**src/rtl/uart_rx_pkg.sv**
```systemverilog
// uart_rx_pkg: shared UART receive definitions.
// Baud-select codes, FSM states, tick points and divisor helper.
package uart_rx_pkg;

    localparam int DIV_W = 16;

    localparam logic [2:0] BAUD_2400   = 3'b000;
    localparam logic [2:0] BAUD_4800   = 3'b001;
    localparam logic [2:0] BAUD_38400  = 3'b010;
    localparam logic [2:0] BAUD_57600  = 3'b011;
    localparam logic [2:0] BAUD_9600   = 3'b100;
    localparam logic [2:0] BAUD_19200  = 3'b101;
    localparam logic [2:0] BAUD_115200 = 3'b110;
    localparam logic [2:0] BAUD_115K_B = 3'b111;

    // Sample points inside one 16-tick bit cell.
    localparam logic [3:0] TICK_S0  = 4'd7;
    localparam logic [3:0] TICK_S1  = 4'd8;
    localparam logic [3:0] TICK_MID = 4'd9;
    localparam logic [3:0] TICK_END = 4'd15;

    typedef enum logic [2:0] {
        ST_IDLE   = 3'd0,
        ST_START  = 3'd1,
        ST_DATA   = 3'd2,
        ST_PARITY = 3'd3,
        ST_STOP   = 3'd4,
        ST_BREAK  = 3'd5
    } rx_state_t;

    // round(clk_freq / (baud * 16)), never below 1
    function automatic logic [DIV_W-1:0] baud_div(
        input int clk_freq,
        input int baud
    );
        longint q;
        q = (longint'(clk_freq) + longint'(baud) * 8)
            / (longint'(baud) * 16);
        if (q < 1) q = 1;
        return q[DIV_W-1:0];
    endfunction

endpackage

```
**src/rtl/uart_rx_if.sv**
```systemverilog
// uart_rx_if: byte delivery bus of the UART receiver.
// data/valid/ack handshake plus busy and 1-cycle status pulses.
interface uart_rx_if;
    logic [7:0] data;
    logic       valid;
    logic       ack;
    logic       busy;
    logic       frame_err;
    logic       overrun;
    logic       parity_err;

    modport master (
        output data, valid, busy,
        output frame_err, overrun, parity_err,
        input  ack
    );

    modport slave (
        input  data, valid, busy,
        input  frame_err, overrun, parity_err,
        output ack
    );
endinterface

```
**src/rtl/uart_baud_gen.sv**
```systemverilog
// uart_baud_gen: divisor counter emitting the 16x oversampling tick.
// Ports: clk, rst_n, restart (sync re-phase), div, tick.
module uart_baud_gen
    import uart_rx_pkg::*;
(
    input  logic             clk,
    input  logic             rst_n,
    input  logic             restart,
    input  logic [DIV_W-1:0] div,
    output logic             tick
);

    localparam logic [DIV_W-1:0] ONE = {{(DIV_W-1){1'b0}}, 1'b1};

    logic [DIV_W-1:0] cnt;
    logic             wrap;

    assign wrap = (cnt >= div - ONE);
    assign tick = wrap && !restart;

    always_ff @(posedge clk or negedge rst_n) begin
        if (!rst_n) begin
            cnt <= '0;
        end else if (restart || wrap) begin
            cnt <= '0;
        end else begin
            cnt <= cnt + ONE;
        end
    end

endmodule

```
**src/rtl/uart_rx.sv**
```systemverilog
// uart_rx: 16x oversampling 8N1 receiver with one-entry holding reg.
// Ports: clk, rst_n, baud_sel, rx, bus (uart_rx_if.master).
// Define RX_PARITY_EN for 8E1/8O1 frames (PARITY_ODD picks sense).
module uart_rx
    import uart_rx_pkg::*;
#(
    parameter int CLK_FREQ   = 50_000_000,
    parameter bit PARITY_ODD = 1'b0
) (
    input  logic       clk,
    input  logic       rst_n,
    input  logic [2:0] baud_sel,
    input  logic       rx,
    uart_rx_if.master  bus
);

    localparam logic [DIV_W-1:0] D_2400   = baud_div(CLK_FREQ, 2400);
    localparam logic [DIV_W-1:0] D_4800   = baud_div(CLK_FREQ, 4800);
    localparam logic [DIV_W-1:0] D_9600   = baud_div(CLK_FREQ, 9600);
    localparam logic [DIV_W-1:0] D_19200  = baud_div(CLK_FREQ, 19200);
    localparam logic [DIV_W-1:0] D_38400  = baud_div(CLK_FREQ, 38400);
    localparam logic [DIV_W-1:0] D_57600  = baud_div(CLK_FREQ, 57600);
    localparam logic [DIV_W-1:0] D_115200 = baud_div(CLK_FREQ, 115200);

    logic             rx_q1, rx_s, rx_prev;
    rx_state_t        state, state_d;
    logic [DIV_W-1:0] div_sel, div_q;
    logic             tick;
    logic [3:0]       tick_cnt;
    logic [2:0]       bit_cnt;
    logic [7:0]       shift;
    logic [1:0]       samp;
    logic             maj, start_det, at_mid, at_end;
    logic             load, ferr;
    logic [7:0]       data_q;
    logic             valid_q, ferr_q, ovr_q;
`ifdef RX_PARITY_EN
    logic             par_bad, perr, perr_q;
`endif

    always_comb begin
        div_sel = D_9600;
        unique case (baud_sel)
            BAUD_2400:   div_sel = D_2400;
            BAUD_4800:   div_sel = D_4800;
            BAUD_38400:  div_sel = D_38400;
            BAUD_57600:  div_sel = D_57600;
            BAUD_9600:   div_sel = D_9600;
            BAUD_19200:  div_sel = D_19200;
            BAUD_115200: div_sel = D_115200;
            BAUD_115K_B: div_sel = D_115200;
        endcase
    end

    // Sync flops idle high so reset never looks like a start edge.
    always_ff @(posedge clk or negedge rst_n) begin
        if (!rst_n) begin
            rx_q1   <= 1'b1;
            rx_s    <= 1'b1;
            rx_prev <= 1'b1;
        end else begin
            rx_q1   <= rx;
            rx_s    <= rx_q1;
            rx_prev <= rx_s;
        end
    end

    assign start_det = (state == ST_IDLE) && rx_prev && !rx_s;
    assign at_mid    = tick && (tick_cnt == TICK_MID);
    assign at_end    = tick && (tick_cnt == TICK_END);
    // 2-of-3 vote over ticks 7, 8 and the live tick-9 sample
    assign maj = (samp[0] & samp[1]) | (samp[0] & rx_s)
               | (samp[1] & rx_s);

    uart_baud_gen u_baud (
        .clk     (clk),
        .rst_n   (rst_n),
        .restart (start_det),
        .div     (div_q),
        .tick    (tick)
    );

    always_ff @(posedge clk or negedge rst_n) begin
        if (!rst_n) state <= ST_IDLE;
        else        state <= state_d;
    end

    always_comb begin
        state_d = state;
        load    = 1'b0;
        ferr    = 1'b0;
`ifdef RX_PARITY_EN
        perr    = 1'b0;
`endif
        unique case (state)
            ST_IDLE: begin
                if (start_det) state_d = ST_START;
            end
            ST_START: begin
                if (at_mid && maj) state_d = ST_IDLE;
                else if (at_end)   state_d = ST_DATA;
            end
            ST_DATA: begin
                if (at_end && bit_cnt == 3'd7) begin
`ifdef RX_PARITY_EN
                    state_d = ST_PARITY;
`else
                    state_d = ST_STOP;
`endif
                end
            end
`ifdef RX_PARITY_EN
            ST_PARITY: begin
                if (at_end) state_d = ST_STOP;
            end
`endif
            // Decide at mid stop bit so a following start is not missed.
            ST_STOP: begin
                if (at_mid) begin
                    if (!maj) begin
                        ferr    = 1'b1;
                        state_d = ST_BREAK;
`ifdef RX_PARITY_EN
                    end else if (par_bad) begin
                        perr    = 1'b1;
                        state_d = ST_IDLE;
`endif
                    end else begin
                        load    = 1'b1;
                        state_d = ST_IDLE;
                    end
                end
            end
            ST_BREAK: begin
                if (rx_s) state_d = ST_IDLE;
            end
            default: state_d = ST_IDLE;
        endcase
    end

    always_ff @(posedge clk or negedge rst_n) begin
        if (!rst_n) begin
            div_q    <= '0;
            tick_cnt <= '0;
            bit_cnt  <= '0;
            shift    <= '0;
            samp     <= '0;
        end else if (start_det) begin
            div_q    <= div_sel;
            tick_cnt <= '0;
            bit_cnt  <= '0;
        end else if (tick && state != ST_IDLE) begin
            tick_cnt <= tick_cnt + 4'd1;
            if (tick_cnt == TICK_S0) samp[0] <= rx_s;
            if (tick_cnt == TICK_S1) samp[1] <= rx_s;
            if (state == ST_DATA && tick_cnt == TICK_MID)
                shift <= {maj, shift[7:1]};
            if (state == ST_DATA && tick_cnt == TICK_END)
                bit_cnt <= bit_cnt + 3'd1;
        end
    end

`ifdef RX_PARITY_EN
    always_ff @(posedge clk or negedge rst_n) begin
        if (!rst_n)
            par_bad <= 1'b0;
        else if (start_det)
            par_bad <= 1'b0;
        else if (at_mid && state == ST_PARITY)
            par_bad <= maj ^ (^shift) ^ PARITY_ODD;
    end

    always_ff @(posedge clk or negedge rst_n) begin
        if (!rst_n) perr_q <= 1'b0;
        else        perr_q <= perr;
    end

    assign bus.parity_err = perr_q;
`else
    logic unused_par;
    assign unused_par     = PARITY_ODD;
    assign bus.parity_err = 1'b0;
`endif

    // A full register refuses a new byte unless it is acked this cycle.
    always_ff @(posedge clk or negedge rst_n) begin
        if (!rst_n) begin
            data_q  <= '0;
            valid_q <= 1'b0;
            ferr_q  <= 1'b0;
            ovr_q   <= 1'b0;
        end else begin
            ferr_q <= ferr;
            ovr_q  <= load && valid_q && !bus.ack;
            if (load && (!valid_q || bus.ack)) begin
                data_q  <= shift;
                valid_q <= 1'b1;
            end else if (bus.ack && valid_q) begin
                valid_q <= 1'b0;
            end
        end
    end

    assign bus.data      = data_q;
    assign bus.valid     = valid_q;
    assign bus.busy      = (state != ST_IDLE);
    assign bus.frame_err = ferr_q;
    assign bus.overrun   = ovr_q;

endmodule

```
**src/flat_wrapper.sv**
```systemverilog
// flat-port wrapper written by rule: the top's interface ports become plain ports
module uart_rx_flat import uart_rx_pkg::*;
#(
    parameter int CLK_FREQ   = 50_000_000,
    parameter bit PARITY_ODD = 1'b0
)
  (clk, rst_n, baud_sel, rx, bus_data, bus_valid, bus_busy, bus_frame_err, bus_overrun, bus_parity_err, bus_ack);
  uart_rx_if bus_i ();
  input  logic clk;
  input  logic rst_n;
  input  logic [2:0] baud_sel;
  input  logic rx;
  output wire logic [$bits(bus_i.data)-1:0] bus_data;
  output wire logic [$bits(bus_i.valid)-1:0] bus_valid;
  output wire logic [$bits(bus_i.busy)-1:0] bus_busy;
  output wire logic [$bits(bus_i.frame_err)-1:0] bus_frame_err;
  output wire logic [$bits(bus_i.overrun)-1:0] bus_overrun;
  output wire logic [$bits(bus_i.parity_err)-1:0] bus_parity_err;
  input wire logic [$bits(bus_i.ack)-1:0] bus_ack;
  assign bus_data = bus_i.data;
  assign bus_valid = bus_i.valid;
  assign bus_busy = bus_i.busy;
  assign bus_frame_err = bus_i.frame_err;
  assign bus_overrun = bus_i.overrun;
  assign bus_parity_err = bus_i.parity_err;
  assign bus_i.ack = bus_ack;
  uart_rx #(.CLK_FREQ(CLK_FREQ), .PARITY_ODD(PARITY_ODD)) u_core (.clk(clk), .rst_n(rst_n), .baud_sel(baud_sel), .rx(rx), .bus(bus_i));
endmodule
```
**config.mk**
```make
export PLATFORM = sky130hd
export DESIGN_NAME = uart_rx_flat
export DESIGN_NICKNAME = d
export VERILOG_FILES = /design/src/rtl/uart_rx_pkg.sv /design/src/rtl/uart_rx_if.sv /design/src/rtl/uart_baud_gen.sv /design/src/rtl/uart_rx.sv /design/src/flat_wrapper.sv
export SDC_FILE = /design/constraint.sdc
export NUM_CORES = 1
export LEC_CHECK = 0
export CORE_MARGIN = 2
export CORE_UTILIZATION = 54
export CTS_BUF_LIST = sky130_fd_sc_hd__clkbuf_2 sky130_fd_sc_hd__clkbuf_4 sky130_fd_sc_hd__clkbuf_8
export DETAILED_ROUTE_END_ITERATION = 8
export GPL_TIMING_DRIVEN = 0
export PLACE_DENSITY = 0.73
export SYNTH_ARGS = -nofsm -noshare
export SYNTH_HDL_FRONTEND = slang
export SYNTH_SLANG_ARGS = --single-unit
```
**constraint.sdc**
```tcl
create_clock -name clk -period 4.7 [get_ports clk]
set_input_delay 1.175 -clock clk [delete_from_list [all_inputs] [get_ports clk]]
set_output_delay 1.175 -clock clk [all_outputs]
set_load 0.02 [all_outputs]
```
# Word-level counts from Yosys, hierarchy flattened
# Memory sizes are Yosys's and may differ from the RTL's. A register that Yosys moved wholly into a read port is not among the register bits.
# Index checks and enable logic that the tools add are counted.
# totals
ff_bits	66
latchBits	0
ramBits	0
mem_bits_ro	88
input_bits	7
output_inout_bits	13
elab_cells	94
mem_count	1
# memory_table
name	words	width	rd	rd_clocked_by_memory_dff	wr	line	source
(no name shown)	8	11	1	1	0	uart_rx.sv:43	unique case (baud_sel)
# op_classes
add_sub_neg	4
multipliers	0
div_mod_pow	0
n_lt_le_gt_ge	1
eq_ne	14
n_shift	0
muxes	22
bitwise	6
reduce_logical	31
# op_table
cell	count
2-to-1 mux 3 bit	10
adder 16 x 1 -> 16 bit (second input constant)	1
>= comparator 16 bit	1
2-to-1 mux 16 bit	1
subtractor 16 x 1 -> 16 bit (second input constant)	1
case mux 3 bit (5 select lines)	1
logical AND 1 bit	14
equality test 4 bit (second input constant)	3
equality test 3 bit (second input constant)	3
AND reduction 3 bit	3
2-to-1 mux 1 bit	8
2-to-1 mux 4 bit	2
inequality test 2 x 1 -> 1 bit (second input constant)	3
nonzero test 2 bit	3
logical NOT 1 bit	5
AND reduction 5 bit	1
adder 4 x 1 -> 4 bit (second input constant)	1
equality test 4 x 3 -> 1 bit (second input constant)	1
adder 3 x 1 -> 3 bit (second input constant)	1
bitwise AND 1 bit	3
equality test 3 x 1 -> 1 bit (second input constant)	1
equality test 3 x 2 -> 1 bit (second input constant)	1
logical NOT 3 bit	1
inequality test 3 x 1 -> 1 bit (second input constant)	1
other kinds (6)	8

# Depth between registers and ports, before layout
# Gate-level depths: netlist (run 1).
# logic_depth
ltp_word	10
depth_mapped	13
mapped_depth_nobuf	13

# Hierarchy
# A second synthesis (run 1) with hierarchy kept.
# unflattened
hier_cells	337
hier_area_um2	3562.2
# modules_own_cells
mod	instances	cells_per_inst	area_each_um2	seq_area_each_um2
uart_rx	1	184	2103.3	1129.8
uart_baud_gen	1	153	1458.9	400.4

# Worst setup path after synthesis (run 1)
# OpenSTA, ideal clock, no wires.
# synth_path
kind	register -> register
from	reg u_core.div_q[3]
to	reg u_core.samp[0]
arrival_ns	3.268
required_ns	4.575
setup_slack_ns	1.307
path_stages_with_launch	14
period_less_slack_ns	3.393
cell_sequence	dfrtp_1 or3_1 or2_2 nor2_1 nand2_1 nor4_1 xnor2_1 ha_1 nand2_1 o21ai_0 a22oi_1 a32oi_2 nand4b_1 mux2_2
# synth_between
elab_chain_cells	5
# synth_rtl
element	line	source
from (decl)	uart_rx.sv:27	logic [DIV_W-1:0] div_sel, div_q;
subtractor 16 x 1 -> 16 bit	uart_baud_gen.sv:18	assign wrap = (cnt >= div - ONE);
>= comparator 16 bit	uart_baud_gen.sv:18	
logical AND 1 bit	uart_baud_gen.sv:19	assign tick = wrap && !restart;
logical AND 1 bit	uart_rx.sv:152	end else if (tick && state != ST_IDLE) begin
AND reduction 3 bit (no line)	-	
to (signal assigned)	uart_rx.sv:154	if (tick_cnt == TICK_S0) samp[0] <= rx_s;
to (decl)	uart_rx.sv:32	logic [1:0] samp;
# No other way between the ends.
# A chain may end at the register's enable or synchronous reset.

# Worst setup path in the final report (run 1)
# layout_path
from	reg u_core.div_q[3]
to	reg u_core.u_baud.cnt[8]
# layout_between
elab_chain_cells	4
# layout_rtl
element	line	source
subtractor 16 x 1 -> 16 bit	uart_baud_gen.sv:18	
>= comparator 16 bit	uart_baud_gen.sv:18	
logical OR 1 bit	uart_baud_gen.sv:24	end else if (restart || wrap) begin
2-to-1 mux 16 bit	uart_baud_gen.sv:24	
to (signal assigned)	uart_baud_gen.sv:27	cnt <= cnt + ONE;
to (decl)	uart_baud_gen.sv:15	logic [DIV_W-1:0] cnt;
# No other way between the ends.

==> impl_metrics.toml, run 1 <==
[grt]
grt_pass1_vias = 2457
grt_remaining_overflow = 0
track_usage_pct = 19.10
grt_antenna_before_repair = 0
grt_pass1_wl_um = 10800
grt_max_degree = 39

[job]
cap_violations = 0

[synthesis]
async_flop_share_pct = 100.0
synth_nets = 368
synth_flop_cell = "dfrtp_1"
yosysSeqAreaShare_pct = 44.62
synth_edf_count = 0
syn_inst = 331
yosys_warnings = 0
ys_seq_elements = 61
synthDistinctLibCells = 50
syn_area_um2 = 3430
syn_area_per_cell_um2 = 10.36

[clock_tree]
clk_pin_slew_ns = 0.07
cts-buffers-inserted = 9
cts_root_buffer = "clkbuf_8"
cts_tree = "built"
cts_resized = 0
clkLatencyLatePin_ns = 0.34
cts.sinks = 61
cts_hold_buf = 0
h-tree-depth = 3
cts_buffer_depth = 2
cts_setup_buffers = 0

[final_layout]
n_fill_cell = 518
layout.nets = 398
layout-drive-gt1-share_pct = 14.48
diodes = 0
syn2layout_area_growth_pct = 13.61

[detailed_routing]
wl_per_cell_um = 13.24
dr_wl_met2_um = 2777
totalWireLength_um = 5866
viasPerCell = 5.609
first_pass_iters = 4
drtIter0Drc = 125
drt-met1-wl_um = 2739
top_layer_used = "met4"
vias = 2485
postRouteAntennaNets = 0
wl_met3_um = 171
drt_drc_violations_left = 0

[placement]
gp_congestion = 0.8665
io_buffers = 18
dpl_worst_slack_ns = 0.8446
dp_hpwl_um = 4511

[floorplan]
die_x_um = 83.70
start_util_pct = 54.95
coreArea_um2 = 6241
num_rows = 29
die_area_um2 = 7005
die_h_um = 83.70
num_io_pins = 20

[sta]
finalHoldViolations = 0
fin_crit_sh_pct = 82.23
tns_ns = 0
period_needed_ns = 3.865
drv_slew = 0
setup_viol_count_final = 0
max_clock_freq_mhz = 258.7
finClkSkew_ns = 0.01047
worst_pin_slew_ns = 0.7419
max_slew_margin_pct = 50.24
setup_ws_ns = 0.8350
rsz0062_at_grt = "no"

[worst_setup_path]
critPathMaxFanout = 10
cp_cell_sequence = "or3_1 -> or2_2 -> nor2_1 -> nand2_1 -> nor4_1 -> xnor2_1 -> ha_1 -> nand2_1 -> o21ai_0 -> a22oi_1 -> nand4_1 -> clkbuf_1 -> nor2_1"
required_ns = 4.97
arrival_ns = 4.13
crit_slowest_cell = "a22oi_1"
worstSetupStartpointType = "flip-flop"
cp_num_buf_inv = 1
cp-end-kind = "flip-flop"
worstSetupPathType = "flip-flop to flip-flop"
cp_slowest_stage_delay_ns = 0.50
path_delay_family = "simple AND/OR/NAND/NOR gates"

[power]
p_per_area_nw_per_um2 = 341.2
ir_worst_vdd_mv = 0.2446
p_leak_nw = 1.862

[hold_path]
hold_class = "flip-flop to flip-flop"

[status]
outcome = "completed"
layout by cell type (no fill, tap or decap), types with 3 or more instances in the layout:
| cell | Yosys | routed |
|---|---|---|
| dfrtp_1 | 58 | 58 |
| nand2_1 | 37 | 37 |
| nor2_1 | 34 | 34 |
| ha_1 | 30 | 30 |
| mux2_2 | 20 | 20 |
| clkdlybuf4s50_1 | 0 | 17 |
| inv_1 | 16 | 16 |
| xnor2_1 | 12 | 12 |
| o21ai_0 | 12 | 12 |
| a21oi_1 | 12 | 12 |
| nand3_1 | 10 | 10 |
| xor2_1 | 10 | 10 |
| clkbuf_8 | 0 | 9 |
| mux2i_1 | 8 | 8 |
| nand4_1 | 7 | 7 |
| and3_1 | 7 | 7 |
| clkbuf_1 | 6 | 6 |
| nand2b_1 | 5 | 5 |
| a31oi_1 | 3 | 3 |
| nand4b_1 | 3 | 3 |
| dfstp_2 | 3 | 3 |
area by class of cell:
class	count	area [um^2]	share of cell area, %
tap	77	96.34	2.473
buffer	7	30.03	0.7707
multi-input combinational	247	1809	46.44
clock buffer	9	123.9	3.179
sequential	61	1530	39.27
clock inverter	7	51.30	1.317
timing repair buffer	19	195.2	5.010
inverter	16	60.06	1.541
metal layers:
metal  global-route usage [%]  vias up
li1                         -     1220
met1                    24.90     1202
met2                    29.82       46
met3                    3.363       17
met4                    11.44        0
met5                        0        -
state kept, by name, summed over array words and instances, names as in the netlist:
register              flops
u_core.u_baud.cnt        16
u_core.div_q             11
u_core.bus.data           8
u_core.shift              8
u_core.tick_cnt           4
u_core.bit_cnt            3
u_core.state              3
u_core.samp               2
u_core.bus.frame_err      1
u_core.bus.overrun        1
u_core.bus.valid          1
u_core.rx_prev            1
u_core.rx_q1              1
u_core.rx_s               1
cell families (layout without fill, tap and decap cells):
group,count (synthesis),in the layout,share of synthesized area [%]
fa+ha+maj,31,31,11.24
buf+inv,23,58,2.627
other cells,1,1,0.1093
flops,61,61,44.62
xor+xnor,22,22,5.618
compound gates,42,42,8.648
simple gates,123,123,18.24
mux,28,28,8.902
metrics by stage:
| stage | cells | power (W) | instance area [um^2] | hold slack, ns | util [%] |
|---|---|---|---|---|---|
| 2_1_floorplan | 331 | 0.0008537 | 3430 | 0.3452 | - |
| 3_3_place_gp | 426 | 0.0009127 | 3706 | 0.3459 | 59.38 |
| 3_5_place_dp | 427 | 0.0009356 | 3721 | 0.3472 | 59.62 |
| 4_1_cts | 443 | 0.001347 | 3896 | 0.3583 | 62.43 |
| 5_1_grt | 443 | 0.001425 | 3896 | 0.3673 | 62.43 |
| 6_report | 443 | 0.001330 | 3896 | 0.3568 | 62.43 |
power breakdown:
part           internal [W]  switching, W
combinational      0.000122      0.000146
sequential         0.000581     0.0000731
clock              0.000192      0.000215
synth_stat cells (7+ instances only):
master,n,area share [%]
a21oi_1,12,1.8
and3_1,7,1.3
dfrtp_1,58,42
ha_1,30,11
inv_1,16,1.8
mux2_2,20,6.6
mux2i_1,8,2.3
nand2_1,37,4.0
nand3_1,10,1.5
nand4_1,7,1.3
nor2_1,34,3.7
o21ai_0,12,1.8
xnor2_1,12,3.1
xor2_1,10,2.6
worst register-to-register path: stages (launching register included):
cell	delay [ns]
dfrtp_1	0.41
or3_1	0.39
or2_2	0.31
nor2_1	0.20
nand2_1	0.12
nor4_1	0.25
xnor2_1	0.18
ha_1	0.25
nand2_1	0.12
o21ai_0	0.12
a22oi_1	0.50
nand4_1	0.44
clkbuf_1	0.35
nor2_1	0.16
path summary, 6_finish.rpt:
kind                            cells after the start  slack, ns       startpoint                   end
worst min register to register                      0       0.36     u_core.rx_q1           u_core.rx_s
max in group asynchronous                           2       3.25            rst_n        u_core.rx_prev
worst max register to register                     13       0.84  u_core.div_q[3]  u_core.u_baud.cnt[8]
worst max-delay path                               13       0.84  u_core.div_q[3]  u_core.u_baud.cnt[8]
min in group asynchronous                           1       0.81            rst_n  u_core.u_baud.cnt[2]
worst min-delay path                                0       0.36     u_core.rx_q1           u_core.rx_s
Power figures use the tool's default switching activity.
==> run 2, diff against run 1 <==
Clock period 4.7 ns to 3.9 ns, I/O delays scaled along.
==> run 2 against run 1 <==
Non-clock buffer count increased by 4. Via count increased by 0.72%. Design area increased by 2.0%. Utilization increased by 1.3 points. Fmax increased by 4.9%. Sequential cell count unchanged. Critical endpoint is now u_core.shift[1]. Highest routed layer unchanged.
==> impl_metrics.toml, run 2 (synthesized netlist as in run 1, its figures left out) <==
[detailed_routing]
totalWireLength_um = 6081
first_pass_iters = 4
drtIter0Drc = 110
drt_drc_violations_left = 0
vias = 2503
postRouteAntennaNets = 0
wl_per_cell_um = 13.60
viasPerCell = 5.600

[sta]
max_clock_freq_mhz = 271.5
drv_slew = 0
setup_viol_count_final = 0
hold_ws_ns = 0.3568
finClkSkew_ns = 0.01104
period_needed_ns = 3.683
max_slew_margin_pct = 53.58
setup_ws_ns = 0.2169
fin_crit_sh_pct = 94.44
worst_pin_slew_ns = 0.6899
finalHoldViolations = 0

[placement]
dpl_worst_slack_ns = 0.04457
dp_hpwl_um = 4511
placed_cells = 427
io_buffers = 18
gp_congestion = 0.8665
placed_area_um2 = 3721

[floorplan]
die_x_um = 83.70
start_util_pct = 54.95
num_io_pins = 20
die_area_um2 = 7005
die_h_um = 83.70
coreArea_um2 = 6241
num_rows = 29

[worst_setup_path]
worstSetupStartpointType = "flip-flop"
arrival_ns = 3.91
worstSetupPathType = "flip-flop to flip-flop"
critPathMaxFanout = 8
cp-end-kind = "flip-flop"
required_ns = 4.12
reg2reg_to = "u_core.shift[1]"
crit_slowest_cell = "dfrtp_1"
cp_cell_sequence = "or3_1 -> or2_2 -> nor2_1 -> nand2_1 -> nor4_2 -> xnor2_1 -> ha_1 -> nand2_1 -> nor3_4 -> o311ai_4 -> nand3_1 -> nor3b_4 -> buf_12 -> mux2_2"
reg2regPathDepth = 14
crit_top_cell = "nand2_1"
rr_startpoint = "u_core.div_q[3]"
rrSetupSlack_ns = 0.22
cp_slowest_stage_delay_ns = 0.41

[clock_tree]
cts_hold_buf = 0
clk_pin_slew_ns = 0.07
clkLatencyLatePin_ns = 0.34
cts.sinks = 61
cts_root_buffer = "clkbuf_8"
cts_buffer_depth = 2
h-tree-depth = 3
cts_tree = "built"
cts-buffers-inserted = 9

[final_layout]
finalNonFillerCells = 447
layout_common_cells = "dfrtp_1, nand2_1, nor2_1, ha_1, mux2_2"
regMostFlops = "u_core.u_baud.cnt"
layout-drive-gt1-share_pct = 16.22
largestRegisters = "u_core.u_baud.cnt (16), u_core.div_q (11)"
diodes = 0
layout.nets = 402
syn2layout_area_growth_pct = 15.91
final_common_cell = "dfrtp_1"
largest_reg_flops = 16
fin_area_um2 = 3975

[hold_path]
hp-start = "u_core.rx_q1"
hold_class = "flip-flop to flip-flop"
holdPathEnd = "u_core.rx_s"
holdPathStages = 0

[grt]
grt_antenna_before_repair = 0
grt_pass1_wl_um = 10800
grt_pass1_vias = 2457
track_usage_pct = 19.10
grt_max_degree = 39
grt_remaining_overflow = 0

[power]
p_per_area_nw_per_um2 = 405.9
ir_worst_vdd_mv = 0.2963
p_leak_nw = 1.894
fin_total_pwr_w = 0.001614

[status]
outcome = "completed"

[job]
cap_violations = 0
## run 2: worst max path at each step
| stage | cells past startpoint | startpoint | end | slack (ns) |
|---|---|---|---|---|
| after floorplan | 13 | u_core.div_q[3] | u_core.samp[0] | 0.51 |
| after global placement | 1 | rst_n | u_core.samp[1] | -0.05 |
| after detailed placement | 13 | u_core.div_q[3] | u_core.u_baud.cnt[8] | 0.04 |
| after CTS | 13 | u_core.div_q[3] | u_core.u_baud.cnt[12] | 0.04 |
| after global routing | 14 | u_core.div_q[3] | u_core.shift[1] | -0.03 |
| final | 14 | u_core.div_q[3] | u_core.shift[1] | 0.22 |
## run 2: cell type report
cell class	instances	area, um^2
repair buffers	23	237.7
well taps	77	96.34
fillers	511	2266
plain buffers	7	30.03
flip-flops and latches	61	1530
inverters	16	60.06
clock inverters	7	51.30
multi-input cells	247	1846
clock buffers	9	123.9
## run 2: metal layers
layer,up-vias,routed length [um],GRT usage (%)
met3,14,235,3.363
met2,58,2942,29.82
li1,1227,-,-
met4,0,132,11.44
met5,-,0,0
met1,1204,2769,24.90
## run 2: metrics by stage
stage | utilization (%) | TNS [ns]
floorplan | - | 0
global placement | 59.38 | -2.794
detailed placement | 59.62 | 0
CTS | 62.43 | 0
global route | 63.69 | -0.1421
finish | 63.69 | 0
## run 2: where the power goes
part | total (W) | switching [W] | leakage (nW) | internal [W]
combinational | 0.000332 | 0.000179 | 1.02 | 0.000153
sequential | 0.000791 | 0.0000909 | 0.793 | 0.000700
clock | 0.000490 | 0.000259 | 0.0856 | 0.000232
total | 0.00161 | 0.000528 | 1.89 | 0.00109
## run 2: worst max-delay path: cells and delay by family (launching register included)
family / cells / cell delay [ns]
AND/OR/NAND/NOR: 9 / 2.09
flip-flops: 1 / 0.41
multiplexers: 1 / 0.33
adder cells (fa/ha/maj): 1 / 0.28
AO/OA/AOI/OAI: 1 / 0.20
buffers and inverters: 1 / 0.15
XOR/XNOR: 1 / 0.13
## run 2: what timing repair did
item                       4_1_cts  5_1_grt
buffers inserted                 0        4
setup endpoints to repair        0       34
resized for setup                0        5
